--- src/rtl/forward_transform_4x4_if.sv ---
// -----------------------------------------------------------------------------
// forward_transform_4x4_if
// Row-in / row-out handshake bundle for the 4x4 forward integer transform.
//
// Signals:
//   residual   one residual row, lane i at [(i+1)*PIXEL_WIDTH-1 -: PIXEL_WIDTH]
//   src_valid  residual holds a valid row
//   src_ready  transform accepts a row this cycle
//   coef       one coefficient row, same lane packing as residual
//   dst_valid  coef holds a valid row
//   dst_ready  downstream accepts coef this cycle
//   coef_last  marks the final (4th) coefficient row of a block
//
// Modports:
//   slave   transform side (consumes residual rows, produces coef rows)
//   master  environment side (produces residual rows, consumes coef rows)
// -----------------------------------------------------------------------------
interface forward_transform_4x4_if #(
  parameter int MB_SIZE     = 4,
  parameter int PIXEL_WIDTH = 8,
  parameter int COEF_WIDTH  = 16
);
  logic [PIXEL_WIDTH*MB_SIZE-1:0] residual;
  logic                           src_valid;
  logic                           src_ready;
  logic [COEF_WIDTH*MB_SIZE-1:0]  coef;
  logic                           dst_valid;
  logic                           dst_ready;
  logic                           coef_last;

  modport slave (
    input  residual, src_valid, dst_ready,
    output src_ready, coef, dst_valid, coef_last
  );

  modport master (
    output residual, src_valid, dst_ready,
    input  src_ready, coef, dst_valid, coef_last
  );
endinterface

--- src/rtl/forward_transform_4x4.sv ---
// -----------------------------------------------------------------------------
// forward_transform_4x4
// 4x4 forward integer transform (H.264-style core transform, no scaling).
// Collects four residual rows, row-transforms each as it arrives, then emits
// four coefficient rows produced by the column transform, one per cycle.
//
// Ports:
//   clk     single clock, rising edge
//   reset   asynchronous, active-low reset
//   bypass  (only with FWD_TRANSFORM_BYPASS_EN) sampled with row 0; when set,
//           the block is passed through sign-extended instead of transformed
//   bus     forward_transform_4x4_if.slave handshake bundle
//
// Parameters:
//   MB_SIZE      lanes per row and rows per block; only 4 is supported
//   PIXEL_WIDTH  residual lane width, two's complement
//   COEF_WIDTH   coefficient lane width, must be >= PIXEL_WIDTH+6
//
// Optional feature macro: FWD_TRANSFORM_BYPASS_EN
//
// State  | meaning
// -------+----------------------------------------------------------
// COLLECT| src_ready=1; accept rows 0..3 into H, row 3 -> EMIT
// EMIT   | dst_valid=1; present coef row out_cnt, row 3 -> COLLECT
// -----------------------------------------------------------------------------
module forward_transform_4x4 #(
  parameter int MB_SIZE     = 4,
  parameter int PIXEL_WIDTH = 8,
  parameter int COEF_WIDTH  = 16
) (
  input  logic                    clk,
  input  logic                    reset,
`ifdef FWD_TRANSFORM_BYPASS_EN
  input  logic                    bypass,
`endif
  forward_transform_4x4_if.slave  bus
);

  localparam int PW = PIXEL_WIDTH;
  localparam int CW = COEF_WIDTH;

  typedef enum logic {
    COLLECT = 1'b0,
    EMIT    = 1'b1
  } state_t;

  state_t                state_q, state_d;
  logic [1:0]            in_cnt_q;
  logic [1:0]            out_cnt_q;
  logic                  accept_row;
  logic                  emit_row;

  logic signed [CW-1:0]  h_q   [MB_SIZE][MB_SIZE];
  logic signed [CW-1:0]  row_x [MB_SIZE];
  logic signed [CW-1:0]  row_y [MB_SIZE];
  logic signed [CW-1:0]  col_y [MB_SIZE];

`ifdef FWD_TRANSFORM_BYPASS_EN
  logic                  bypass_q;
  logic                  bypass_row;
`endif

  // Shared 4-point butterfly; k selects which output index is returned.
  // Headroom: row pass grows by 3 bits, column pass by 3 more, so CW >= PW+6
  // keeps every intermediate exact.
  function automatic logic signed [CW-1:0] butterfly(
    input logic signed [CW-1:0] x0,
    input logic signed [CW-1:0] x1,
    input logic signed [CW-1:0] x2,
    input logic signed [CW-1:0] x3,
    input logic [1:0]           k
  );
    logic signed [CW-1:0] s03, d03, s12, d12;
    logic signed [CW-1:0] y;
    s03 = x0 + x3;
    d03 = x0 - x3;
    s12 = x1 + x2;
    d12 = x1 - x2;
    case (k)
      2'd0:    y = s03 + s12;
      2'd1:    y = (d03 <<< 1) + d12;
      2'd2:    y = s03 - s12;
      default: y = d03 - (d12 <<< 1);
    endcase
    return y;
  endfunction

  assign accept_row = bus.src_valid & bus.src_ready;
  assign emit_row   = bus.dst_valid & bus.dst_ready;

  // ---------------------------------------------------------------------------
  // FSM: state register
  // ---------------------------------------------------------------------------
  always_ff @(posedge clk or negedge reset) begin
    if (!reset) begin
      state_q <= COLLECT;
    end else begin
      state_q <= state_d;
    end
  end

  // ---------------------------------------------------------------------------
  // FSM: next state
  // ---------------------------------------------------------------------------
  always_comb begin
    state_d = state_q;
    case (state_q)
      COLLECT: if (accept_row && in_cnt_q == 2'd3) state_d = EMIT;
      EMIT:    if (emit_row && out_cnt_q == 2'd3)  state_d = COLLECT;
      default: state_d = COLLECT;
    endcase
  end

  // ---------------------------------------------------------------------------
  // FSM: outputs
  // src_ready is also gated by reset so nothing is offered while held in reset.
  // ---------------------------------------------------------------------------
  always_comb begin
    bus.src_ready = 1'b0;
    bus.dst_valid = 1'b0;
    bus.coef_last = 1'b0;
    case (state_q)
      COLLECT: bus.src_ready = reset;
      EMIT: begin
        bus.dst_valid = 1'b1;
        bus.coef_last = (out_cnt_q == 2'd3);
      end
      default: ;
    endcase
  end

  // ---------------------------------------------------------------------------
  // Row pass: sign-extend the incoming lanes and transform them
  // ---------------------------------------------------------------------------
`ifdef FWD_TRANSFORM_BYPASS_EN
  // Row 0 uses the live pin; later rows use the value captured with row 0.
  assign bypass_row = (in_cnt_q == 2'd0) ? bypass : bypass_q;
`endif

  always_comb begin
    for (int i = 0; i < MB_SIZE; i++) begin
      row_x[i] = {{(CW-PW){bus.residual[(i+1)*PW-1]}}, bus.residual[(i+1)*PW-1 -: PW]};
    end
    for (int i = 0; i < MB_SIZE; i++) begin
      row_y[i] = butterfly(row_x[0], row_x[1], row_x[2], row_x[3], 2'(i));
`ifdef FWD_TRANSFORM_BYPASS_EN
      if (bypass_row) row_y[i] = row_x[i];
`endif
    end
  end

  // ---------------------------------------------------------------------------
  // Column pass: lane j of output row out_cnt from column j of H
  // ---------------------------------------------------------------------------
  always_comb begin
    for (int j = 0; j < MB_SIZE; j++) begin
      col_y[j] = butterfly(h_q[0][j], h_q[1][j], h_q[2][j], h_q[3][j], out_cnt_q);
`ifdef FWD_TRANSFORM_BYPASS_EN
      if (bypass_q) col_y[j] = h_q[out_cnt_q][j];
`endif
    end
  end

  // coef is driven only in EMIT so the bus reads zero between blocks.
  always_comb begin
    bus.coef = '0;
    if (state_q == EMIT) begin
      for (int j = 0; j < MB_SIZE; j++) begin
        bus.coef[(j+1)*CW-1 -: CW] = col_y[j];
      end
    end
  end

  // ---------------------------------------------------------------------------
  // Datapath: intermediate rows and counters
  // in_cnt/out_cnt wrap 3 -> 0 on the block-ending transfer.
  // ---------------------------------------------------------------------------
  always_ff @(posedge clk or negedge reset) begin
    if (!reset) begin
      in_cnt_q  <= 2'd0;
      out_cnt_q <= 2'd0;
      for (int r = 0; r < MB_SIZE; r++) begin
        for (int c = 0; c < MB_SIZE; c++) begin
          h_q[r][c] <= '0;
        end
      end
    end else begin
      if (accept_row) begin
        for (int c = 0; c < MB_SIZE; c++) begin
          h_q[in_cnt_q][c] <= row_y[c];
        end
        in_cnt_q <= in_cnt_q + 2'd1;
      end
      if (emit_row) begin
        out_cnt_q <= out_cnt_q + 2'd1;
      end
    end
  end

`ifdef FWD_TRANSFORM_BYPASS_EN
  always_ff @(posedge clk or negedge reset) begin
    if (!reset) begin
      bypass_q <= 1'b0;
    end else if (accept_row && in_cnt_q == 2'd0) begin
      bypass_q <= bypass;
    end
  end
`endif

endmodule

--- src/flat_wrapper.sv ---
// flat-port wrapper written by rule: the top's interface ports become plain ports
module forward_transform_4x4_flat 
#(
  parameter int MB_SIZE     = 4,
  parameter int PIXEL_WIDTH = 8,
  parameter int COEF_WIDTH  = 16
)
  (clk, reset, bus_residual, bus_src_valid, bus_dst_ready, bus_src_ready, bus_coef, bus_dst_valid, bus_coef_last);
  forward_transform_4x4_if #(.MB_SIZE(MB_SIZE), .PIXEL_WIDTH(PIXEL_WIDTH), .COEF_WIDTH(COEF_WIDTH)) bus_i ();
  input  logic clk;
  input  logic reset;
  input wire logic [$bits(bus_i.residual)-1:0] bus_residual;
  input wire logic [$bits(bus_i.src_valid)-1:0] bus_src_valid;
  input wire logic [$bits(bus_i.dst_ready)-1:0] bus_dst_ready;
  output wire logic [$bits(bus_i.src_ready)-1:0] bus_src_ready;
  output wire logic [$bits(bus_i.coef)-1:0] bus_coef;
  output wire logic [$bits(bus_i.dst_valid)-1:0] bus_dst_valid;
  output wire logic [$bits(bus_i.coef_last)-1:0] bus_coef_last;
  assign bus_i.residual = bus_residual;
  assign bus_i.src_valid = bus_src_valid;
  assign bus_i.dst_ready = bus_dst_ready;
  assign bus_src_ready = bus_i.src_ready;
  assign bus_coef = bus_i.coef;
  assign bus_dst_valid = bus_i.dst_valid;
  assign bus_coef_last = bus_i.coef_last;
  forward_transform_4x4 #(.MB_SIZE(MB_SIZE), .PIXEL_WIDTH(PIXEL_WIDTH), .COEF_WIDTH(COEF_WIDTH)) u_core (.clk(clk), .reset(reset), .bus(bus_i));
endmodule
--- config.mk ---
export PLATFORM = sky130hd
export DESIGN_NAME = forward_transform_4x4_flat
export DESIGN_NICKNAME = d
export VERILOG_FILES = /design/src/rtl/forward_transform_4x4_if.sv /design/src/rtl/forward_transform_4x4.sv /design/src/flat_wrapper.sv
export SDC_FILE = /design/constraint.sdc
export NUM_CORES = 1
export LEC_CHECK = 0
export ABC_AREA = 1
export BUFFER_PORTS_ARGS = -buffer_cell sky130_fd_sc_hd__buf_4
export CORE_MARGIN = 2
export CORE_UTILIZATION = 50
export CTS_BUF_LIST = sky130_fd_sc_hd__clkbuf_4 sky130_fd_sc_hd__clkbuf_8
export DETAILED_ROUTE_END_ITERATION = 10
export PLACE_DENSITY_LB_ADDON = 0.25
export SETUP_SLACK_MARGIN = 0.2
export SYNTH_ARGS = -nofsm -noshare
export SYNTH_HDL_FRONTEND = slang
export SYNTH_SLANG_ARGS = --single-unit
--- constraint.sdc ---
create_clock -name clk -period 6.32 [get_ports clk]
set_input_delay 1.264 -clock clk [delete_from_list [all_inputs] [get_ports clk]]
set_output_delay 1.264 -clock clk [all_outputs]
set_load 0.005 [all_outputs]
==> impl_metrics.csv <==
group,metric,value,unit
status,status,"completed",
route,wl_per_cell,16.18,um
final_layout,fill_cells,6577,
placed_design,place_inst,5897,
critical_path,crit_family,"adder cells",
timing,max_freq,0.1697,GHz
floorplan,dieArea,70220,um^2
route,drtIter0Drc,2424,
placed_design,dp_hpwl,77430,um
route,drt-pass1-iter-count,8,
floorplan,floorplan.initialDensity,0.5062,
route,routed_wl,97170,um
yosys,ys_seq_elements,257,
placed_design,portBuffers,102,
global_route,grt_max_degree,143,
critical_path,critPathMostFrequentCell,"nand3_1",
final_layout,area_growth,10.43,%
min_path,hold_class,"flop to flop",
yosys,avgSynthCellArea,6.758,um^2
yosys,synth_edf_count,0,
cts,clock_latency,640,ps
yosys,syn_area,34060,um^2
route,postRouteAntennaNets,0,
cts,clk_pin_slew,60,ps
floorplan,die_y,265.0,um
final_layout,layoutNonFillerInstCount,6005,
yosys,synth-main-ff-cell,"dfrtp_1",
yosys,yosysTopAreaCell,"dfrtp_1",
global_route,antenna_found_initial,1,
timing,fin_skew,13.71,ps
timing,rsz0062_at_grt,"yes",
yosys,synth_area_leaders,"dfrtp_1 (19%), ha_1 (18%), nand2_1 (13%), inv_1 (8.4%), a21oi_1 (7.1%)",
cts,cts_sinks,257,
min_path,worstHoldPathCells,2,
yosys,synthCells,5040,
timing,final_hold_viol_count,0,
critical_path,critPathKind,"flop to output pin",
critical_path,worst-path-max-fanout,5,
cts,ctsRootBufferMaster,"clkbuf_8",
timing,slew_headroom,0.2338,
timing,setup_viol,0,
critical_path,required,5060,ps
placed_design,gp_congestion,0.9342,
cts,cts_buffers,46,
placed_design,post-place-ws,771.1,ps
global_route,grt_use_total,0.2716,
route,vias,32450,
critical_path,cp-end-kind,"output pin",
critical_path,cp_cell_sequence,"ha_4 -> fa_2 -> inv_2 -> ha_4 -> nor3b_4 -> nand4_1 -> nor2_2 -> nand3_2 -> o31ai_4 -> xor2_1 -> ha_1 -> a21o_1 -> a221oi_2 -> o31a_1 -> nand2_1 -> inv_1 -> nand3_1 -> nand3_1 -> nand3_1 -> nand2_1 -> nor2_1 -> buf_4",
global_route,grt_remaining_overflow,0,
final_layout,fin_nets,5665,
floorplan,core,67280,um^2
critical_path,slowest_stage,"fa_2",
critical_path,cp_num_buf_inv,3,
floorplan,ios,103,
route,route.detailed.drc,0,
timing,tightest_slew,1148,ps
cts,cts-hold-fix-buffers,0,
cts,clockBufferDepth,3,
timing,setup_tns,0,ps
cts,cts_tree,"built",
final_layout,drive_above_1_share,0.1058,
yosys,synth_top_area_share,0.1888,
timing,setup_slack,428.9,ps
yosys,yosysSeqAreaShare,0.1888,
timing,period_share,0.9321,
cts,h-tree-depth,2,
global_route,grt_pass1_wl,155000,um
route,vias_per_cell,5.403,
critical_path,cp.depth,22,
yosys,ys_warn_count,0,
critical_path,start_kind,"flop",
yosys,yosysUniqueCellTypes,68,
critical_path,reg2regPathDepth,9,
floorplan,dieWidth,265.0,um
yosys,synthArstFlopShare,1.000,
yosys,syn-num-nets,5605,
critical_path,cp.arrival,4630,ps
global_route,first_global_vias,30400,
timing,period_needed,5891,ps
flow_run,cap_violations,0,
timing,slew_violations,0,
floorplan,rows,95,
critical_path,cp_slowest_stage_delay,440,ps
[stage by stage]
stage                 util  hold slack, ps  area [um^2]
finish              0.5590           500.4        37610
global route        0.5590           511.6        37610
CTS                 0.5430           500.2        36530
detailed placement  0.5278           485.8        35510
global placement    0.5278           482.9        35510
floorplan                -           468.8        34060
[routing by layer]
metal,vias up,GRT usage,wire length [um]
met5,-,0,0
met2,759,0.4438,43260
met3,143,0.02053,4378
met4,0,0.09467,3383
li1,16560,-,-
met1,14990,0.3781,46140
[final cells by class]
class	instances	area (um^2)	share of cell area
antenna	1	2.502	0.00006653
clock buffer	64	818.3	0.02176
clock inverter	15	167.7	0.004458
inverter	787	2960	0.07871
multi-input combinational	3853	24940	0.6632
sequential	257	6439	0.1712
tap	873	1092	0.02904
timing repair buffer	155	1187	0.03157
[Yosys cell counts (15+ instances only)]
cell type,count
a21o_1,28
nand3_1,276
nand2_2,22
ha_1,493
nor3_1,62
xor2_1,272
inv_2,20
a31oi_1,19
fa_1,36
clkbuf_1,91
nor2_2,15
dfrtp_1,257
nand2_1,1137
o31ai_1,20
nand4_1,39
nor2_1,236
a211oi_1,23
inv_1,759
xnor2_1,45
or2_2,28
a21oi_1,480
o21ai_1,29
buf_2,32
o21bai_1,43
o21ai_0,392
[worst register-to-register path, delay by kind of cell, from the launching register on]
family,cells,cell delay [ps]
buf+inv,4,1600
flops,1,440
simple gates,5,1040
[kinds of logic (layout without fill, tap and decap cells)]
group	Yosys count	in the layout	synth area share
fa+ha+maj	529	529	0.2023
compound gates	1133	1133	0.1865
buf+inv	930	1021	0.1057
other cells	0	1	0
mux	4	4	0.001176
xor+xnor	322	322	0.08391
simple gates	1865	1865	0.2317
flops	257	257	0.1888
[state kept, by name, summed over array words and instances, names as in the netlist]
| signal | flops |
|---|---|
| u_core.out_cnt_q | 2 |
| u_core.state_q | 1 |
| u_core.in_cnt_q | 2 |
| u_core.h_q | 252 |
[cells in the final DEF, fill, tap and decap left out, drive strengths merged, types with 19 or more instances in the layout]
cell type and instances:
nand2 1160, inv 780, ha 493, a21oi 491
o21ai 428, nand3 284, xor2 277, dfrtp 257
nor2 254, buf 155, nor3 65, clkbuf 64
xnor2 45, o21bai 43, nand4 39, fa 36
or2 32, a21o 28, a211oi 23, o31ai 23
a31oi 19
[final timing paths]
check	start	to	slack (ps)
max reg2reg	u_core.state_q$_DFF_PN0_	u_core.h_q[207]$_DFFE_PN0P_	3180
min reg2reg	u_core.h_q[111]$_DFFE_PN0P_	u_core.h_q[111]$_DFFE_PN0P_	500
min	u_core.h_q[111]$_DFFE_PN0P_	u_core.h_q[111]$_DFFE_PN0P_	500
min in group asynchronous	reset	u_core.h_q[32]$_DFFE_PN0P_	510
max	u_core.h_q[144]$_DFFE_PN0P_	bus_coef[15]	430
max in group asynchronous	reset	u_core.state_q$_DFF_PN0_	3690
[repair_timing]
action	CTS	global route
endpoints found under the hold margin	0	0
setup endpoints to repair	6	27
pin swaps	2	40
resized for setup	7	210
setup buffers	2	26
gates cloned	0	0
Power is left out: the tool's default activity adds up to more than one toggle a clock period on the data nets, which glitch-free logic cannot reach.
